**src/rtl/aoi_pipe_tgl.sv**
```systemverilog
// Parametrised AND-OR(-INVERT) array with a stallable result pipeline.
// Per-channel counters record how often each registered output bit toggles.
module aoi_pipe_tgl_cnt #(
    parameter int CNT_W = 16
) (
    input  logic             CLK,
    input  logic             RSTB,
    input  logic             i_clr,
    input  logic             i_tgl,
    output logic [CNT_W-1:0] o_cnt,
    output logic             o_sat
);
    logic [CNT_W-1:0] r_cnt;
    logic             r_sat;

    always_ff @(posedge CLK or negedge RSTB) begin
        if (!RSTB) begin
            r_cnt <= '0;
            r_sat <= 1'b0;
        end else if (i_clr) begin
            r_cnt <= '0;
            r_sat <= 1'b0;
        end else if (i_tgl) begin
            if (r_cnt != '1) r_cnt <= r_cnt + 1'b1;
            // Counter is at max-1 or max: after this toggle it sits at max.
            if (&r_cnt[CNT_W-1:1]) r_sat <= 1'b1;
        end
    end

    assign o_cnt = r_cnt;
    assign o_sat = r_sat;
endmodule

module aoi_pipe_tgl #(
    parameter int CH     = 4,
    parameter int NTERM  = 3,
    parameter int TERM_W = 2,
    parameter int PIPE   = 2,
    parameter int CNT_W  = 16
) (
    input  logic                       CLK,
    input  logic                       RSTB,
    input  logic                       EN,
    input  logic [CH*NTERM*TERM_W-1:0] IN,
    input  logic                       INV,
    input  logic                       IN_VLD,
    output logic [CH-1:0]              QN,
    output logic                       OUT_VLD,
    input  logic                       TGL_CLR,
    output logic [CH*CNT_W-1:0]        TGL_CNT,
    output logic [CH-1:0]              TGL_SAT
);
    if (CH < 1 || NTERM < 1 || NTERM > 8 || TERM_W < 1 || TERM_W > 4 ||
        PIPE < 1 || PIPE > 4 || CNT_W < 2 || CNT_W > 32) begin : g_param_err
        $error("aoi_pipe_tgl: parameter out of range");
    end

    logic [CH-1:0][NTERM-1:0] w_term;
    logic [CH-1:0]            w_f;
    logic [CH-1:0]            w_r;

    for (genvar c = 0; c < CH; c++) begin : g_ch
        for (genvar t = 0; t < NTERM; t++) begin : g_term
            assign w_term[c][t] = &IN[(c*NTERM+t)*TERM_W +: TERM_W];
        end
        assign w_f[c] = |w_term[c];
    end

    assign w_r = INV ? ~w_f : w_f;

    logic [PIPE-1:0][CH-1:0] r_stg_dat;
    logic [PIPE-1:0]         r_vld_pipe;
    logic [PIPE-1:0][CH-1:0] w_nxt_dat;
    logic [PIPE-1:0]         w_nxt_vld;

    assign w_nxt_dat[0] = w_r;
    assign w_nxt_vld[0] = IN_VLD;
    for (genvar k = 1; k < PIPE; k++) begin : g_stg
        assign w_nxt_dat[k] = r_stg_dat[k-1];
        assign w_nxt_vld[k] = r_vld_pipe[k-1];
    end

    // The last stage is the QN register itself; it only takes valid data.
    always_ff @(posedge CLK or negedge RSTB) begin
        if (!RSTB) begin
            r_stg_dat  <= '1;
            r_vld_pipe <= '0;
        end else if (EN) begin
            r_vld_pipe <= w_nxt_vld;
            for (int k = 0; k < PIPE - 1; k++) r_stg_dat[k] <= w_nxt_dat[k];
            if (w_nxt_vld[PIPE-1]) r_stg_dat[PIPE-1] <= w_nxt_dat[PIPE-1];
        end
    end

    assign QN      = r_stg_dat[PIPE-1];
    assign OUT_VLD = r_vld_pipe[PIPE-1];

    logic [CH-1:0] w_tgl;
    assign w_tgl = {CH{EN & w_nxt_vld[PIPE-1]}} & (w_nxt_dat[PIPE-1] ^ QN);

    for (genvar c = 0; c < CH; c++) begin : g_cnt
        aoi_pipe_tgl_cnt #(.CNT_W(CNT_W)) u_cnt (
            .CLK   (CLK),
            .RSTB  (RSTB),
            .i_clr (TGL_CLR),
            .i_tgl (w_tgl[c]),
            .o_cnt (TGL_CNT[c*CNT_W +: CNT_W]),
            .o_sat (TGL_SAT[c])
        );
    end
endmodule

```
**config.mk**
```make
export PLATFORM = sky130hd
export DESIGN_NAME = aoi_pipe_tgl
export DESIGN_NICKNAME = d
export VERILOG_FILES = /design/src/rtl/aoi_pipe_tgl.sv
export SDC_FILE = /design/constraint.sdc
export NUM_CORES = 1
export LEC_CHECK = 0
export CORE_ASPECT_RATIO = 1.2
export CORE_MARGIN = 2
export CORE_UTILIZATION = 37
export CTS_CLUSTER_DIAMETER = 30
export DETAILED_ROUTE_END_ITERATION = 6
export HOLD_SLACK_MARGIN = 0.15
export PLACE_DENSITY_LB_ADDON = 0.08
export SLEW_MARGIN = 20
export SYNTH_ARGS = -nofsm -noshare
export SYNTH_HDL_FRONTEND = slang
export SYNTH_SLANG_ARGS = --single-unit
```
**constraint.sdc**
```tcl
create_clock -name CLK -period 2.3 [get_ports CLK]
set_input_delay 0.46 -clock CLK [delete_from_list [all_inputs] [get_ports CLK]]
set_output_delay 0.46 -clock CLK [all_outputs]
set_load 0.02 [all_outputs]
```
## Yosys cells after proc, flatten, opt, wreduce, memory -nomap -nowiden

Index checks and enable logic that the tools add are counted.

- Eq/ne operators: 4
- Reductions and logical operators: 41
- Bitwise operators: 4
- Add/sub/neg operators: 4
- Muxes and demuxes: 25

Operator list:

| cell | count |
|---|---|
| $mux 16 | 12 |
| $add 16x1->16 const B | 4 |
| $ne 16x16->1 const B | 4 |
| $reduce_and 15->1 | 4 |
| $reduce_and 2->1 | 21 |
| $reduce_bool 2->1 | 12 |
| $mux 1 | 12 |
| $reduce_or 3->1 | 4 |
| $and 4x4->4 | 1 |
| $mux 4 | 1 |
| $not 4->4 | 1 |
| $xor 4x4->4 | 1 |
| $and 1x1->1 | 1 |

- Output and inout bits: 73
- Word-level logic and storage cells: 89
- Register bits: 78

## Depth between registers and ports, before layout

- Depth in word-level cells: 4
- Gate-level depth with buffers: 8

## Hierarchy

From an unflattened synthesis, not the netlist that was laid out.

- Cells, all modules: 452
- Area total of the unflattened synthesis: 4496.8 um2

By module, submodules not included:

| module | area each (um2) | times used | cells an instance |
|---|---|---|---|
| aoi_pipe_tgl_cnt | 989.7 | 4 | 102 |
| aoi_pipe_tgl | 538.0 | 1 | 44 |

## Worst setup path after synthesis

No wires, ideal clock.

- Path kind: register to register
- From: register g_cnt[1].u_cnt.r_cnt[0]
- To: register g_cnt[1].u_cnt.r_cnt[0]
- Path buffers: 1
- Library setup time: 0.132 ns
- Period minus slack after synthesis: 1.957 ns
- Arrival: 1.825 ns
- Cell stages (with the launch flop): 8
- Data required time: 2.168 ns
- Slack: 0.343 ns
- Path through: dfrtp_1 -> ha_1 -> and4_1 -> nor4b_2 -> buf_2 -> nor2_1 -> xnor2_1 -> nor2_1

- Longest elaborated chain between the ends: 4

Ends and longest elaborated chain:

| element | RTL line | text |
|---|---|---|
| from (decl) | 13 | `logic [CNT_W-1:0] r_cnt;` |
| from (signal assigned) | 24 | `if (r_cnt != '1) r_cnt <= r_cnt + 1'b1;` |
| $add 16x1->16 | 24 |  |
| $mux 16 | 24 |  |
| $mux 16 | 23 | `end else if (i_tgl) begin` |
| $mux 16 | 20 | `end else if (i_clr) begin` |

Several ways; a longest one is shown, not always the timed one. The select of a mux whose other input is x is not followed.
A chain may end at the register's enable or synchronous reset.

## Final worst setup path

- From: register g_cnt[2].u_cnt.r_cnt[2]
- To: register g_cnt[2].u_cnt.r_cnt[2]

- Longest elaborated chain between the ends: 4

Ends and longest elaborated chain:

| element | RTL line |
|---|---|
| from (decl) | 13 |
| from (signal assigned) | 24 |
| $add 16x1->16 | 24 |
| $mux 16 | 24 |
| $mux 16 | 23 |
| $mux 16 | 20 |

Several ways; a longest one is shown, not always the timed one. The select of a mux whose other input is x is not followed.

==> metrics.md <==
| Metric | Value |
|---|---|
| Status | `finished, final reports clean` |
| Reg-to-reg endpoint | `g_cnt[2].u_cnt.o_cnt[2]$_DFFE_PN0P_` |
| Slew headroom | `51.76%` |
| Initial antenna violation count | `0` |
| Post-Synthesis Cells | `434` |
| Placer congestion estimate | `0.7709` |
| TritonCTS clock tree | `done` |
| Mapped Area | `4200 um^2` |
| Initial Utilization | `38.06%` |
| CP endpoint kind | `flip-flop` |
| Fmax | `0.4983 GHz` |
| Total GRT Usage | `18.21%` |
| Max_cap viols | `0` |
| WL final | `10.32 mm` |
| Clk sinks | `78` |
| Comb power frac | `12.7%` |
| Total chip power | `3.235 mW` |
| Clock power share | `41.0%` |
| Final ANT Viol Nets | `0` |
| #FFs+latches synth | `78` |
| DR vias | `3483` |
| Setup TNS | `0 ns` |
| Nets | `575` |
| Crit path buffers/inverters | `1` |
| Die width | `101.3 um` |
| DRT Pass-1 Iters | `5` |
| RSZ-0062 raised after global routing | `false` |
| Post-synth EDFFs | `0` |
| Setup bufs post-CTS | `0` |
| Top cell family by delay on the critical path | `simple AND/OR/NAND/NOR gates` |
| GRT overflow | `0` |
| CP max-delay cell | `or4_1` |
| Row count | `42` |
| PostCTS Resize Cnt | `0` |
| Max-slew violations | `0` |
| Yosys warns | `0` |
| Post-route worst setup slack | `0.2930 ns` |
| Final Setup Violations | `0` |
| Final Hold Vio Count | `0` |
| Inserted Clock Buffers | `9` |
| Core area | `11040 um^2` |
| Syn Nets | `468` |
| Final Hold Slack | `0.1391 ns` |
| Detailed placement HPWL | `7.318 mm` |
| Hold crit path type | `in -> async` |
| Worst-case clock skew | `0.007271 ns` |
| Largest net degree at the start of global routing | `72` |
| Prevailing post-synth register cell | `dfrtp_1` |
| CTS Root Cell | `clkbuf_16` |
| CP Class | `reg -> reg` |
| Switching Share | `24.91%` |
| Die height | `120.7 um` |
| Reg-to-reg startpoint | `g_cnt[2].u_cnt.o_cnt[2]$_DFFE_PN0P_` |
| Worst VDD drop | `0.3413 mV` |
| Final Core Density | `51.39%` |
| CP Data Required Time | `2.55 ns` |
| Crit-path max cell delay | `0.65 ns` |
| Tmin final | `2.007 ns` |
| Netlist cell types | `46` |
| IO Pins | `103` |
| Top cell type's share of synthesized area | `41.70%` |
| CP Launch Type | `flip-flop` |
| Critical Path Fanout Max | `10` |
| List of most frequent post-synthesis cells | `dfrtp_1 (70), nor2_1 (45), nand2_1 (44)` |
| Critical Path, Cell by Cell | `nand3_2 -> or2_1 -> or4_1 -> buf_4 -> o21ai_0` |
| P_leak | `2.223 nW` |
| Share of total power in sequential cells | `46.3%` |
| DR WL/cell | `15.22 um` |
| Antenna Cells | `0` |
| Share of cells above drive strength 1 | `11.36%` |
| Area grow syn2layout | `35.03%` |
| Register area | `1962 um^2` |
| Count leader, synth | `dfrtp_1` |
| First-pass GRT wire length | `17.69 mm` |
| Post-Place Worst Slack | `-0.05113 ns` |
| Synth Area per Inst | `9.678 um^2` |
| Worst-skew pair later-pin latency | `0.34 ns` |
| Vias in the first global route | `3576` |
| Cell internal pwr | `2.429 mW` |
| # DRC | `0` |
| Via density | `5.137` |
| H-tree depth | `3` |
| Leading area contributor after synthesis | `dfrtp_1` |
| Worst slew pin tran | `0.7236 ns` |
| Clock Pin Slew Worst Setup and Hold Paths | `0.06 ns` |
| Net Switching | `0.8057 mW` |
| Clk buf depth | `2` |
| DIE AREA | `12220 um^2` |
| Fraction of registers with async set/reset | `100.0%` |
| Area contributors post-synth | `dfrtp_1 (42%), xnor2_1 (8.8%), dfstp_2 (5.0%), xor2_1 (4.6%), nor2_1 (4.0%)` |
| CTS hold repair buffers | `0` |
| Power Density | `570.4 nW/um^2` |
| # port buffers | `102` |
| Period utilization | `87.26%` |
| R2r setup slk | `0.29 ns` |
| Reg2reg path depth | `5` |
| Multi-input logic area | `2046 um^2` |
| DR iter-0 viols | `92` |
| Seq/Total Area, Yosys | `46.71%` |
| Critical Path AT | `2.26 ns` |
| Filler cells | `1014` |
## area by class of cell
| cell class | instances | area share, % |
|---|---|---|
| Clock buffer | 15 | 4.721 |
| Tap cell | 132 | 2.912 |
| Inverter | 6 | 0.3971 |
| Clock inverter | 1 | 0.08824 |
| Sequential cell | 78 | 34.59 |
| Timing Repair Buffer | 124 | 21.22 |
| Multi-Input combinational cell | 322 | 36.07 |
## routing by layer
layer	vias up	wire (um)	track usage, %
met5	-	0	0
li1	1730	-	-
met1	1665	4754	23.41
met2	74	5007	30.22
met4	0	195	6.503
met3	14	361	3.642
## flip-flops by register name (all words and copies together) (netlist names)
register	cells
QN	4
g_cnt.u_cnt.o_cnt	64
g_cnt.u_cnt.o_sat	4
r_stg_dat	4
r_vld_pipe	2
## cells by family (layout without fill, tap and decap cells)
family          count (synthesis)  in the layout  synth area share [%]
compound gates                 44             44                 6.256
flops                          78             78                 46.71
buf+inv                        34            146                 4.587
simple gates                  202            202                 25.86
xor+xnor                       64             64                 13.35
mux                             8              8                 2.055
fa+ha+maj                       4              4                 1.192
## cells in the final DEF (no fill, tap or decap), types with 4 or more instances in the layout
| cell type | netlist | routed |
|---|---|---|
| ha_1 | 4 | 4 |
| nor3_1 | 19 | 19 |
| buf_4 | 8 | 21 |
| and3_1 | 8 | 8 |
| nor2_1 | 45 | 45 |
| xnor2_1 | 42 | 42 |
| nand2_1 | 44 | 44 |
| dfstp_2 | 8 | 8 |
| nand4_1 | 14 | 14 |
| clkbuf_1 | 12 | 4 |
| and4_1 | 9 | 9 |
| nor3b_1 | 4 | 4 |
| clkdlybuf4s50_1 | 0 | 100 |
| nand3_1 | 24 | 24 |
| o21ai_0 | 19 | 19 |
| a222oi_1 | 4 | 4 |
| dfrtp_1 | 70 | 70 |
| inv_1 | 6 | 6 |
| xor2_1 | 22 | 22 |
| clkbuf_16 | 0 | 9 |
| nor4_1 | 12 | 12 |
| mux2_2 | 5 | 5 |
| a21oi_1 | 4 | 4 |
| o21ai_1 | 9 | 9 |
## worst max path at each step
stage,start,end,slack [ns],cells past startpoint
6_report,g_cnt[2].u_cnt.o_cnt[2]$_DFFE_PN0P_,g_cnt[2].u_cnt.o_cnt[2]$_DFFE_PN0P_,0.29,5
5_1_grt,g_cnt[2].u_cnt.o_cnt[2]$_DFFE_PN0P_,g_cnt[2].u_cnt.o_cnt[0]$_DFFE_PN0P_,0.12,5
3_3_place_gp,EN,g_cnt[1].u_cnt.o_cnt[14]$_DFFE_PN0P_,-0.03,7
2_1_floorplan,g_cnt[1].u_cnt.o_cnt[0]$_DFFE_PN0P_,g_cnt[1].u_cnt.o_cnt[0]$_DFFE_PN0P_,0.34,7
4_1_cts,EN,g_cnt[3].u_cnt.o_cnt[3]$_DFFE_PN0P_,0.29,8
3_5_place_dp,EN,g_cnt[3].u_cnt.o_cnt[9]$_DFFE_PN0P_,-0.05,6
## metrics by stage
stage	std cells	area, um^2
final	678	5672
after global routing	678	5672
after CTS	678	5672
after detailed placement	662	5399
after global placement	662	5399
after floorplan	434	4200
## worst reg2reg max path, stage by stage (launching register included)
cell	delay, ns
dfrtp_1	0.43
nand3_2	0.17
or2_1	0.35
or4_1	0.66
buf_4	0.24
o21ai_0	0.07
## power by group through the flow
| stage | combinational, mW | clock, mW | sequential, mW |
|---|---|---|---|
| floorplan | 0.215 | 0 | 1.53 |
| global placement | 0.413 | 0 | 1.52 |
| detailed placement | 0.417 | 0 | 1.52 |
| CTS | 0.419 | 1.36 | 1.50 |
| global route | 0.454 | 1.42 | 1.51 |
| finish | 0.411 | 1.33 | 1.50 |
Note: power is estimated with default switching activity, not from simulation.
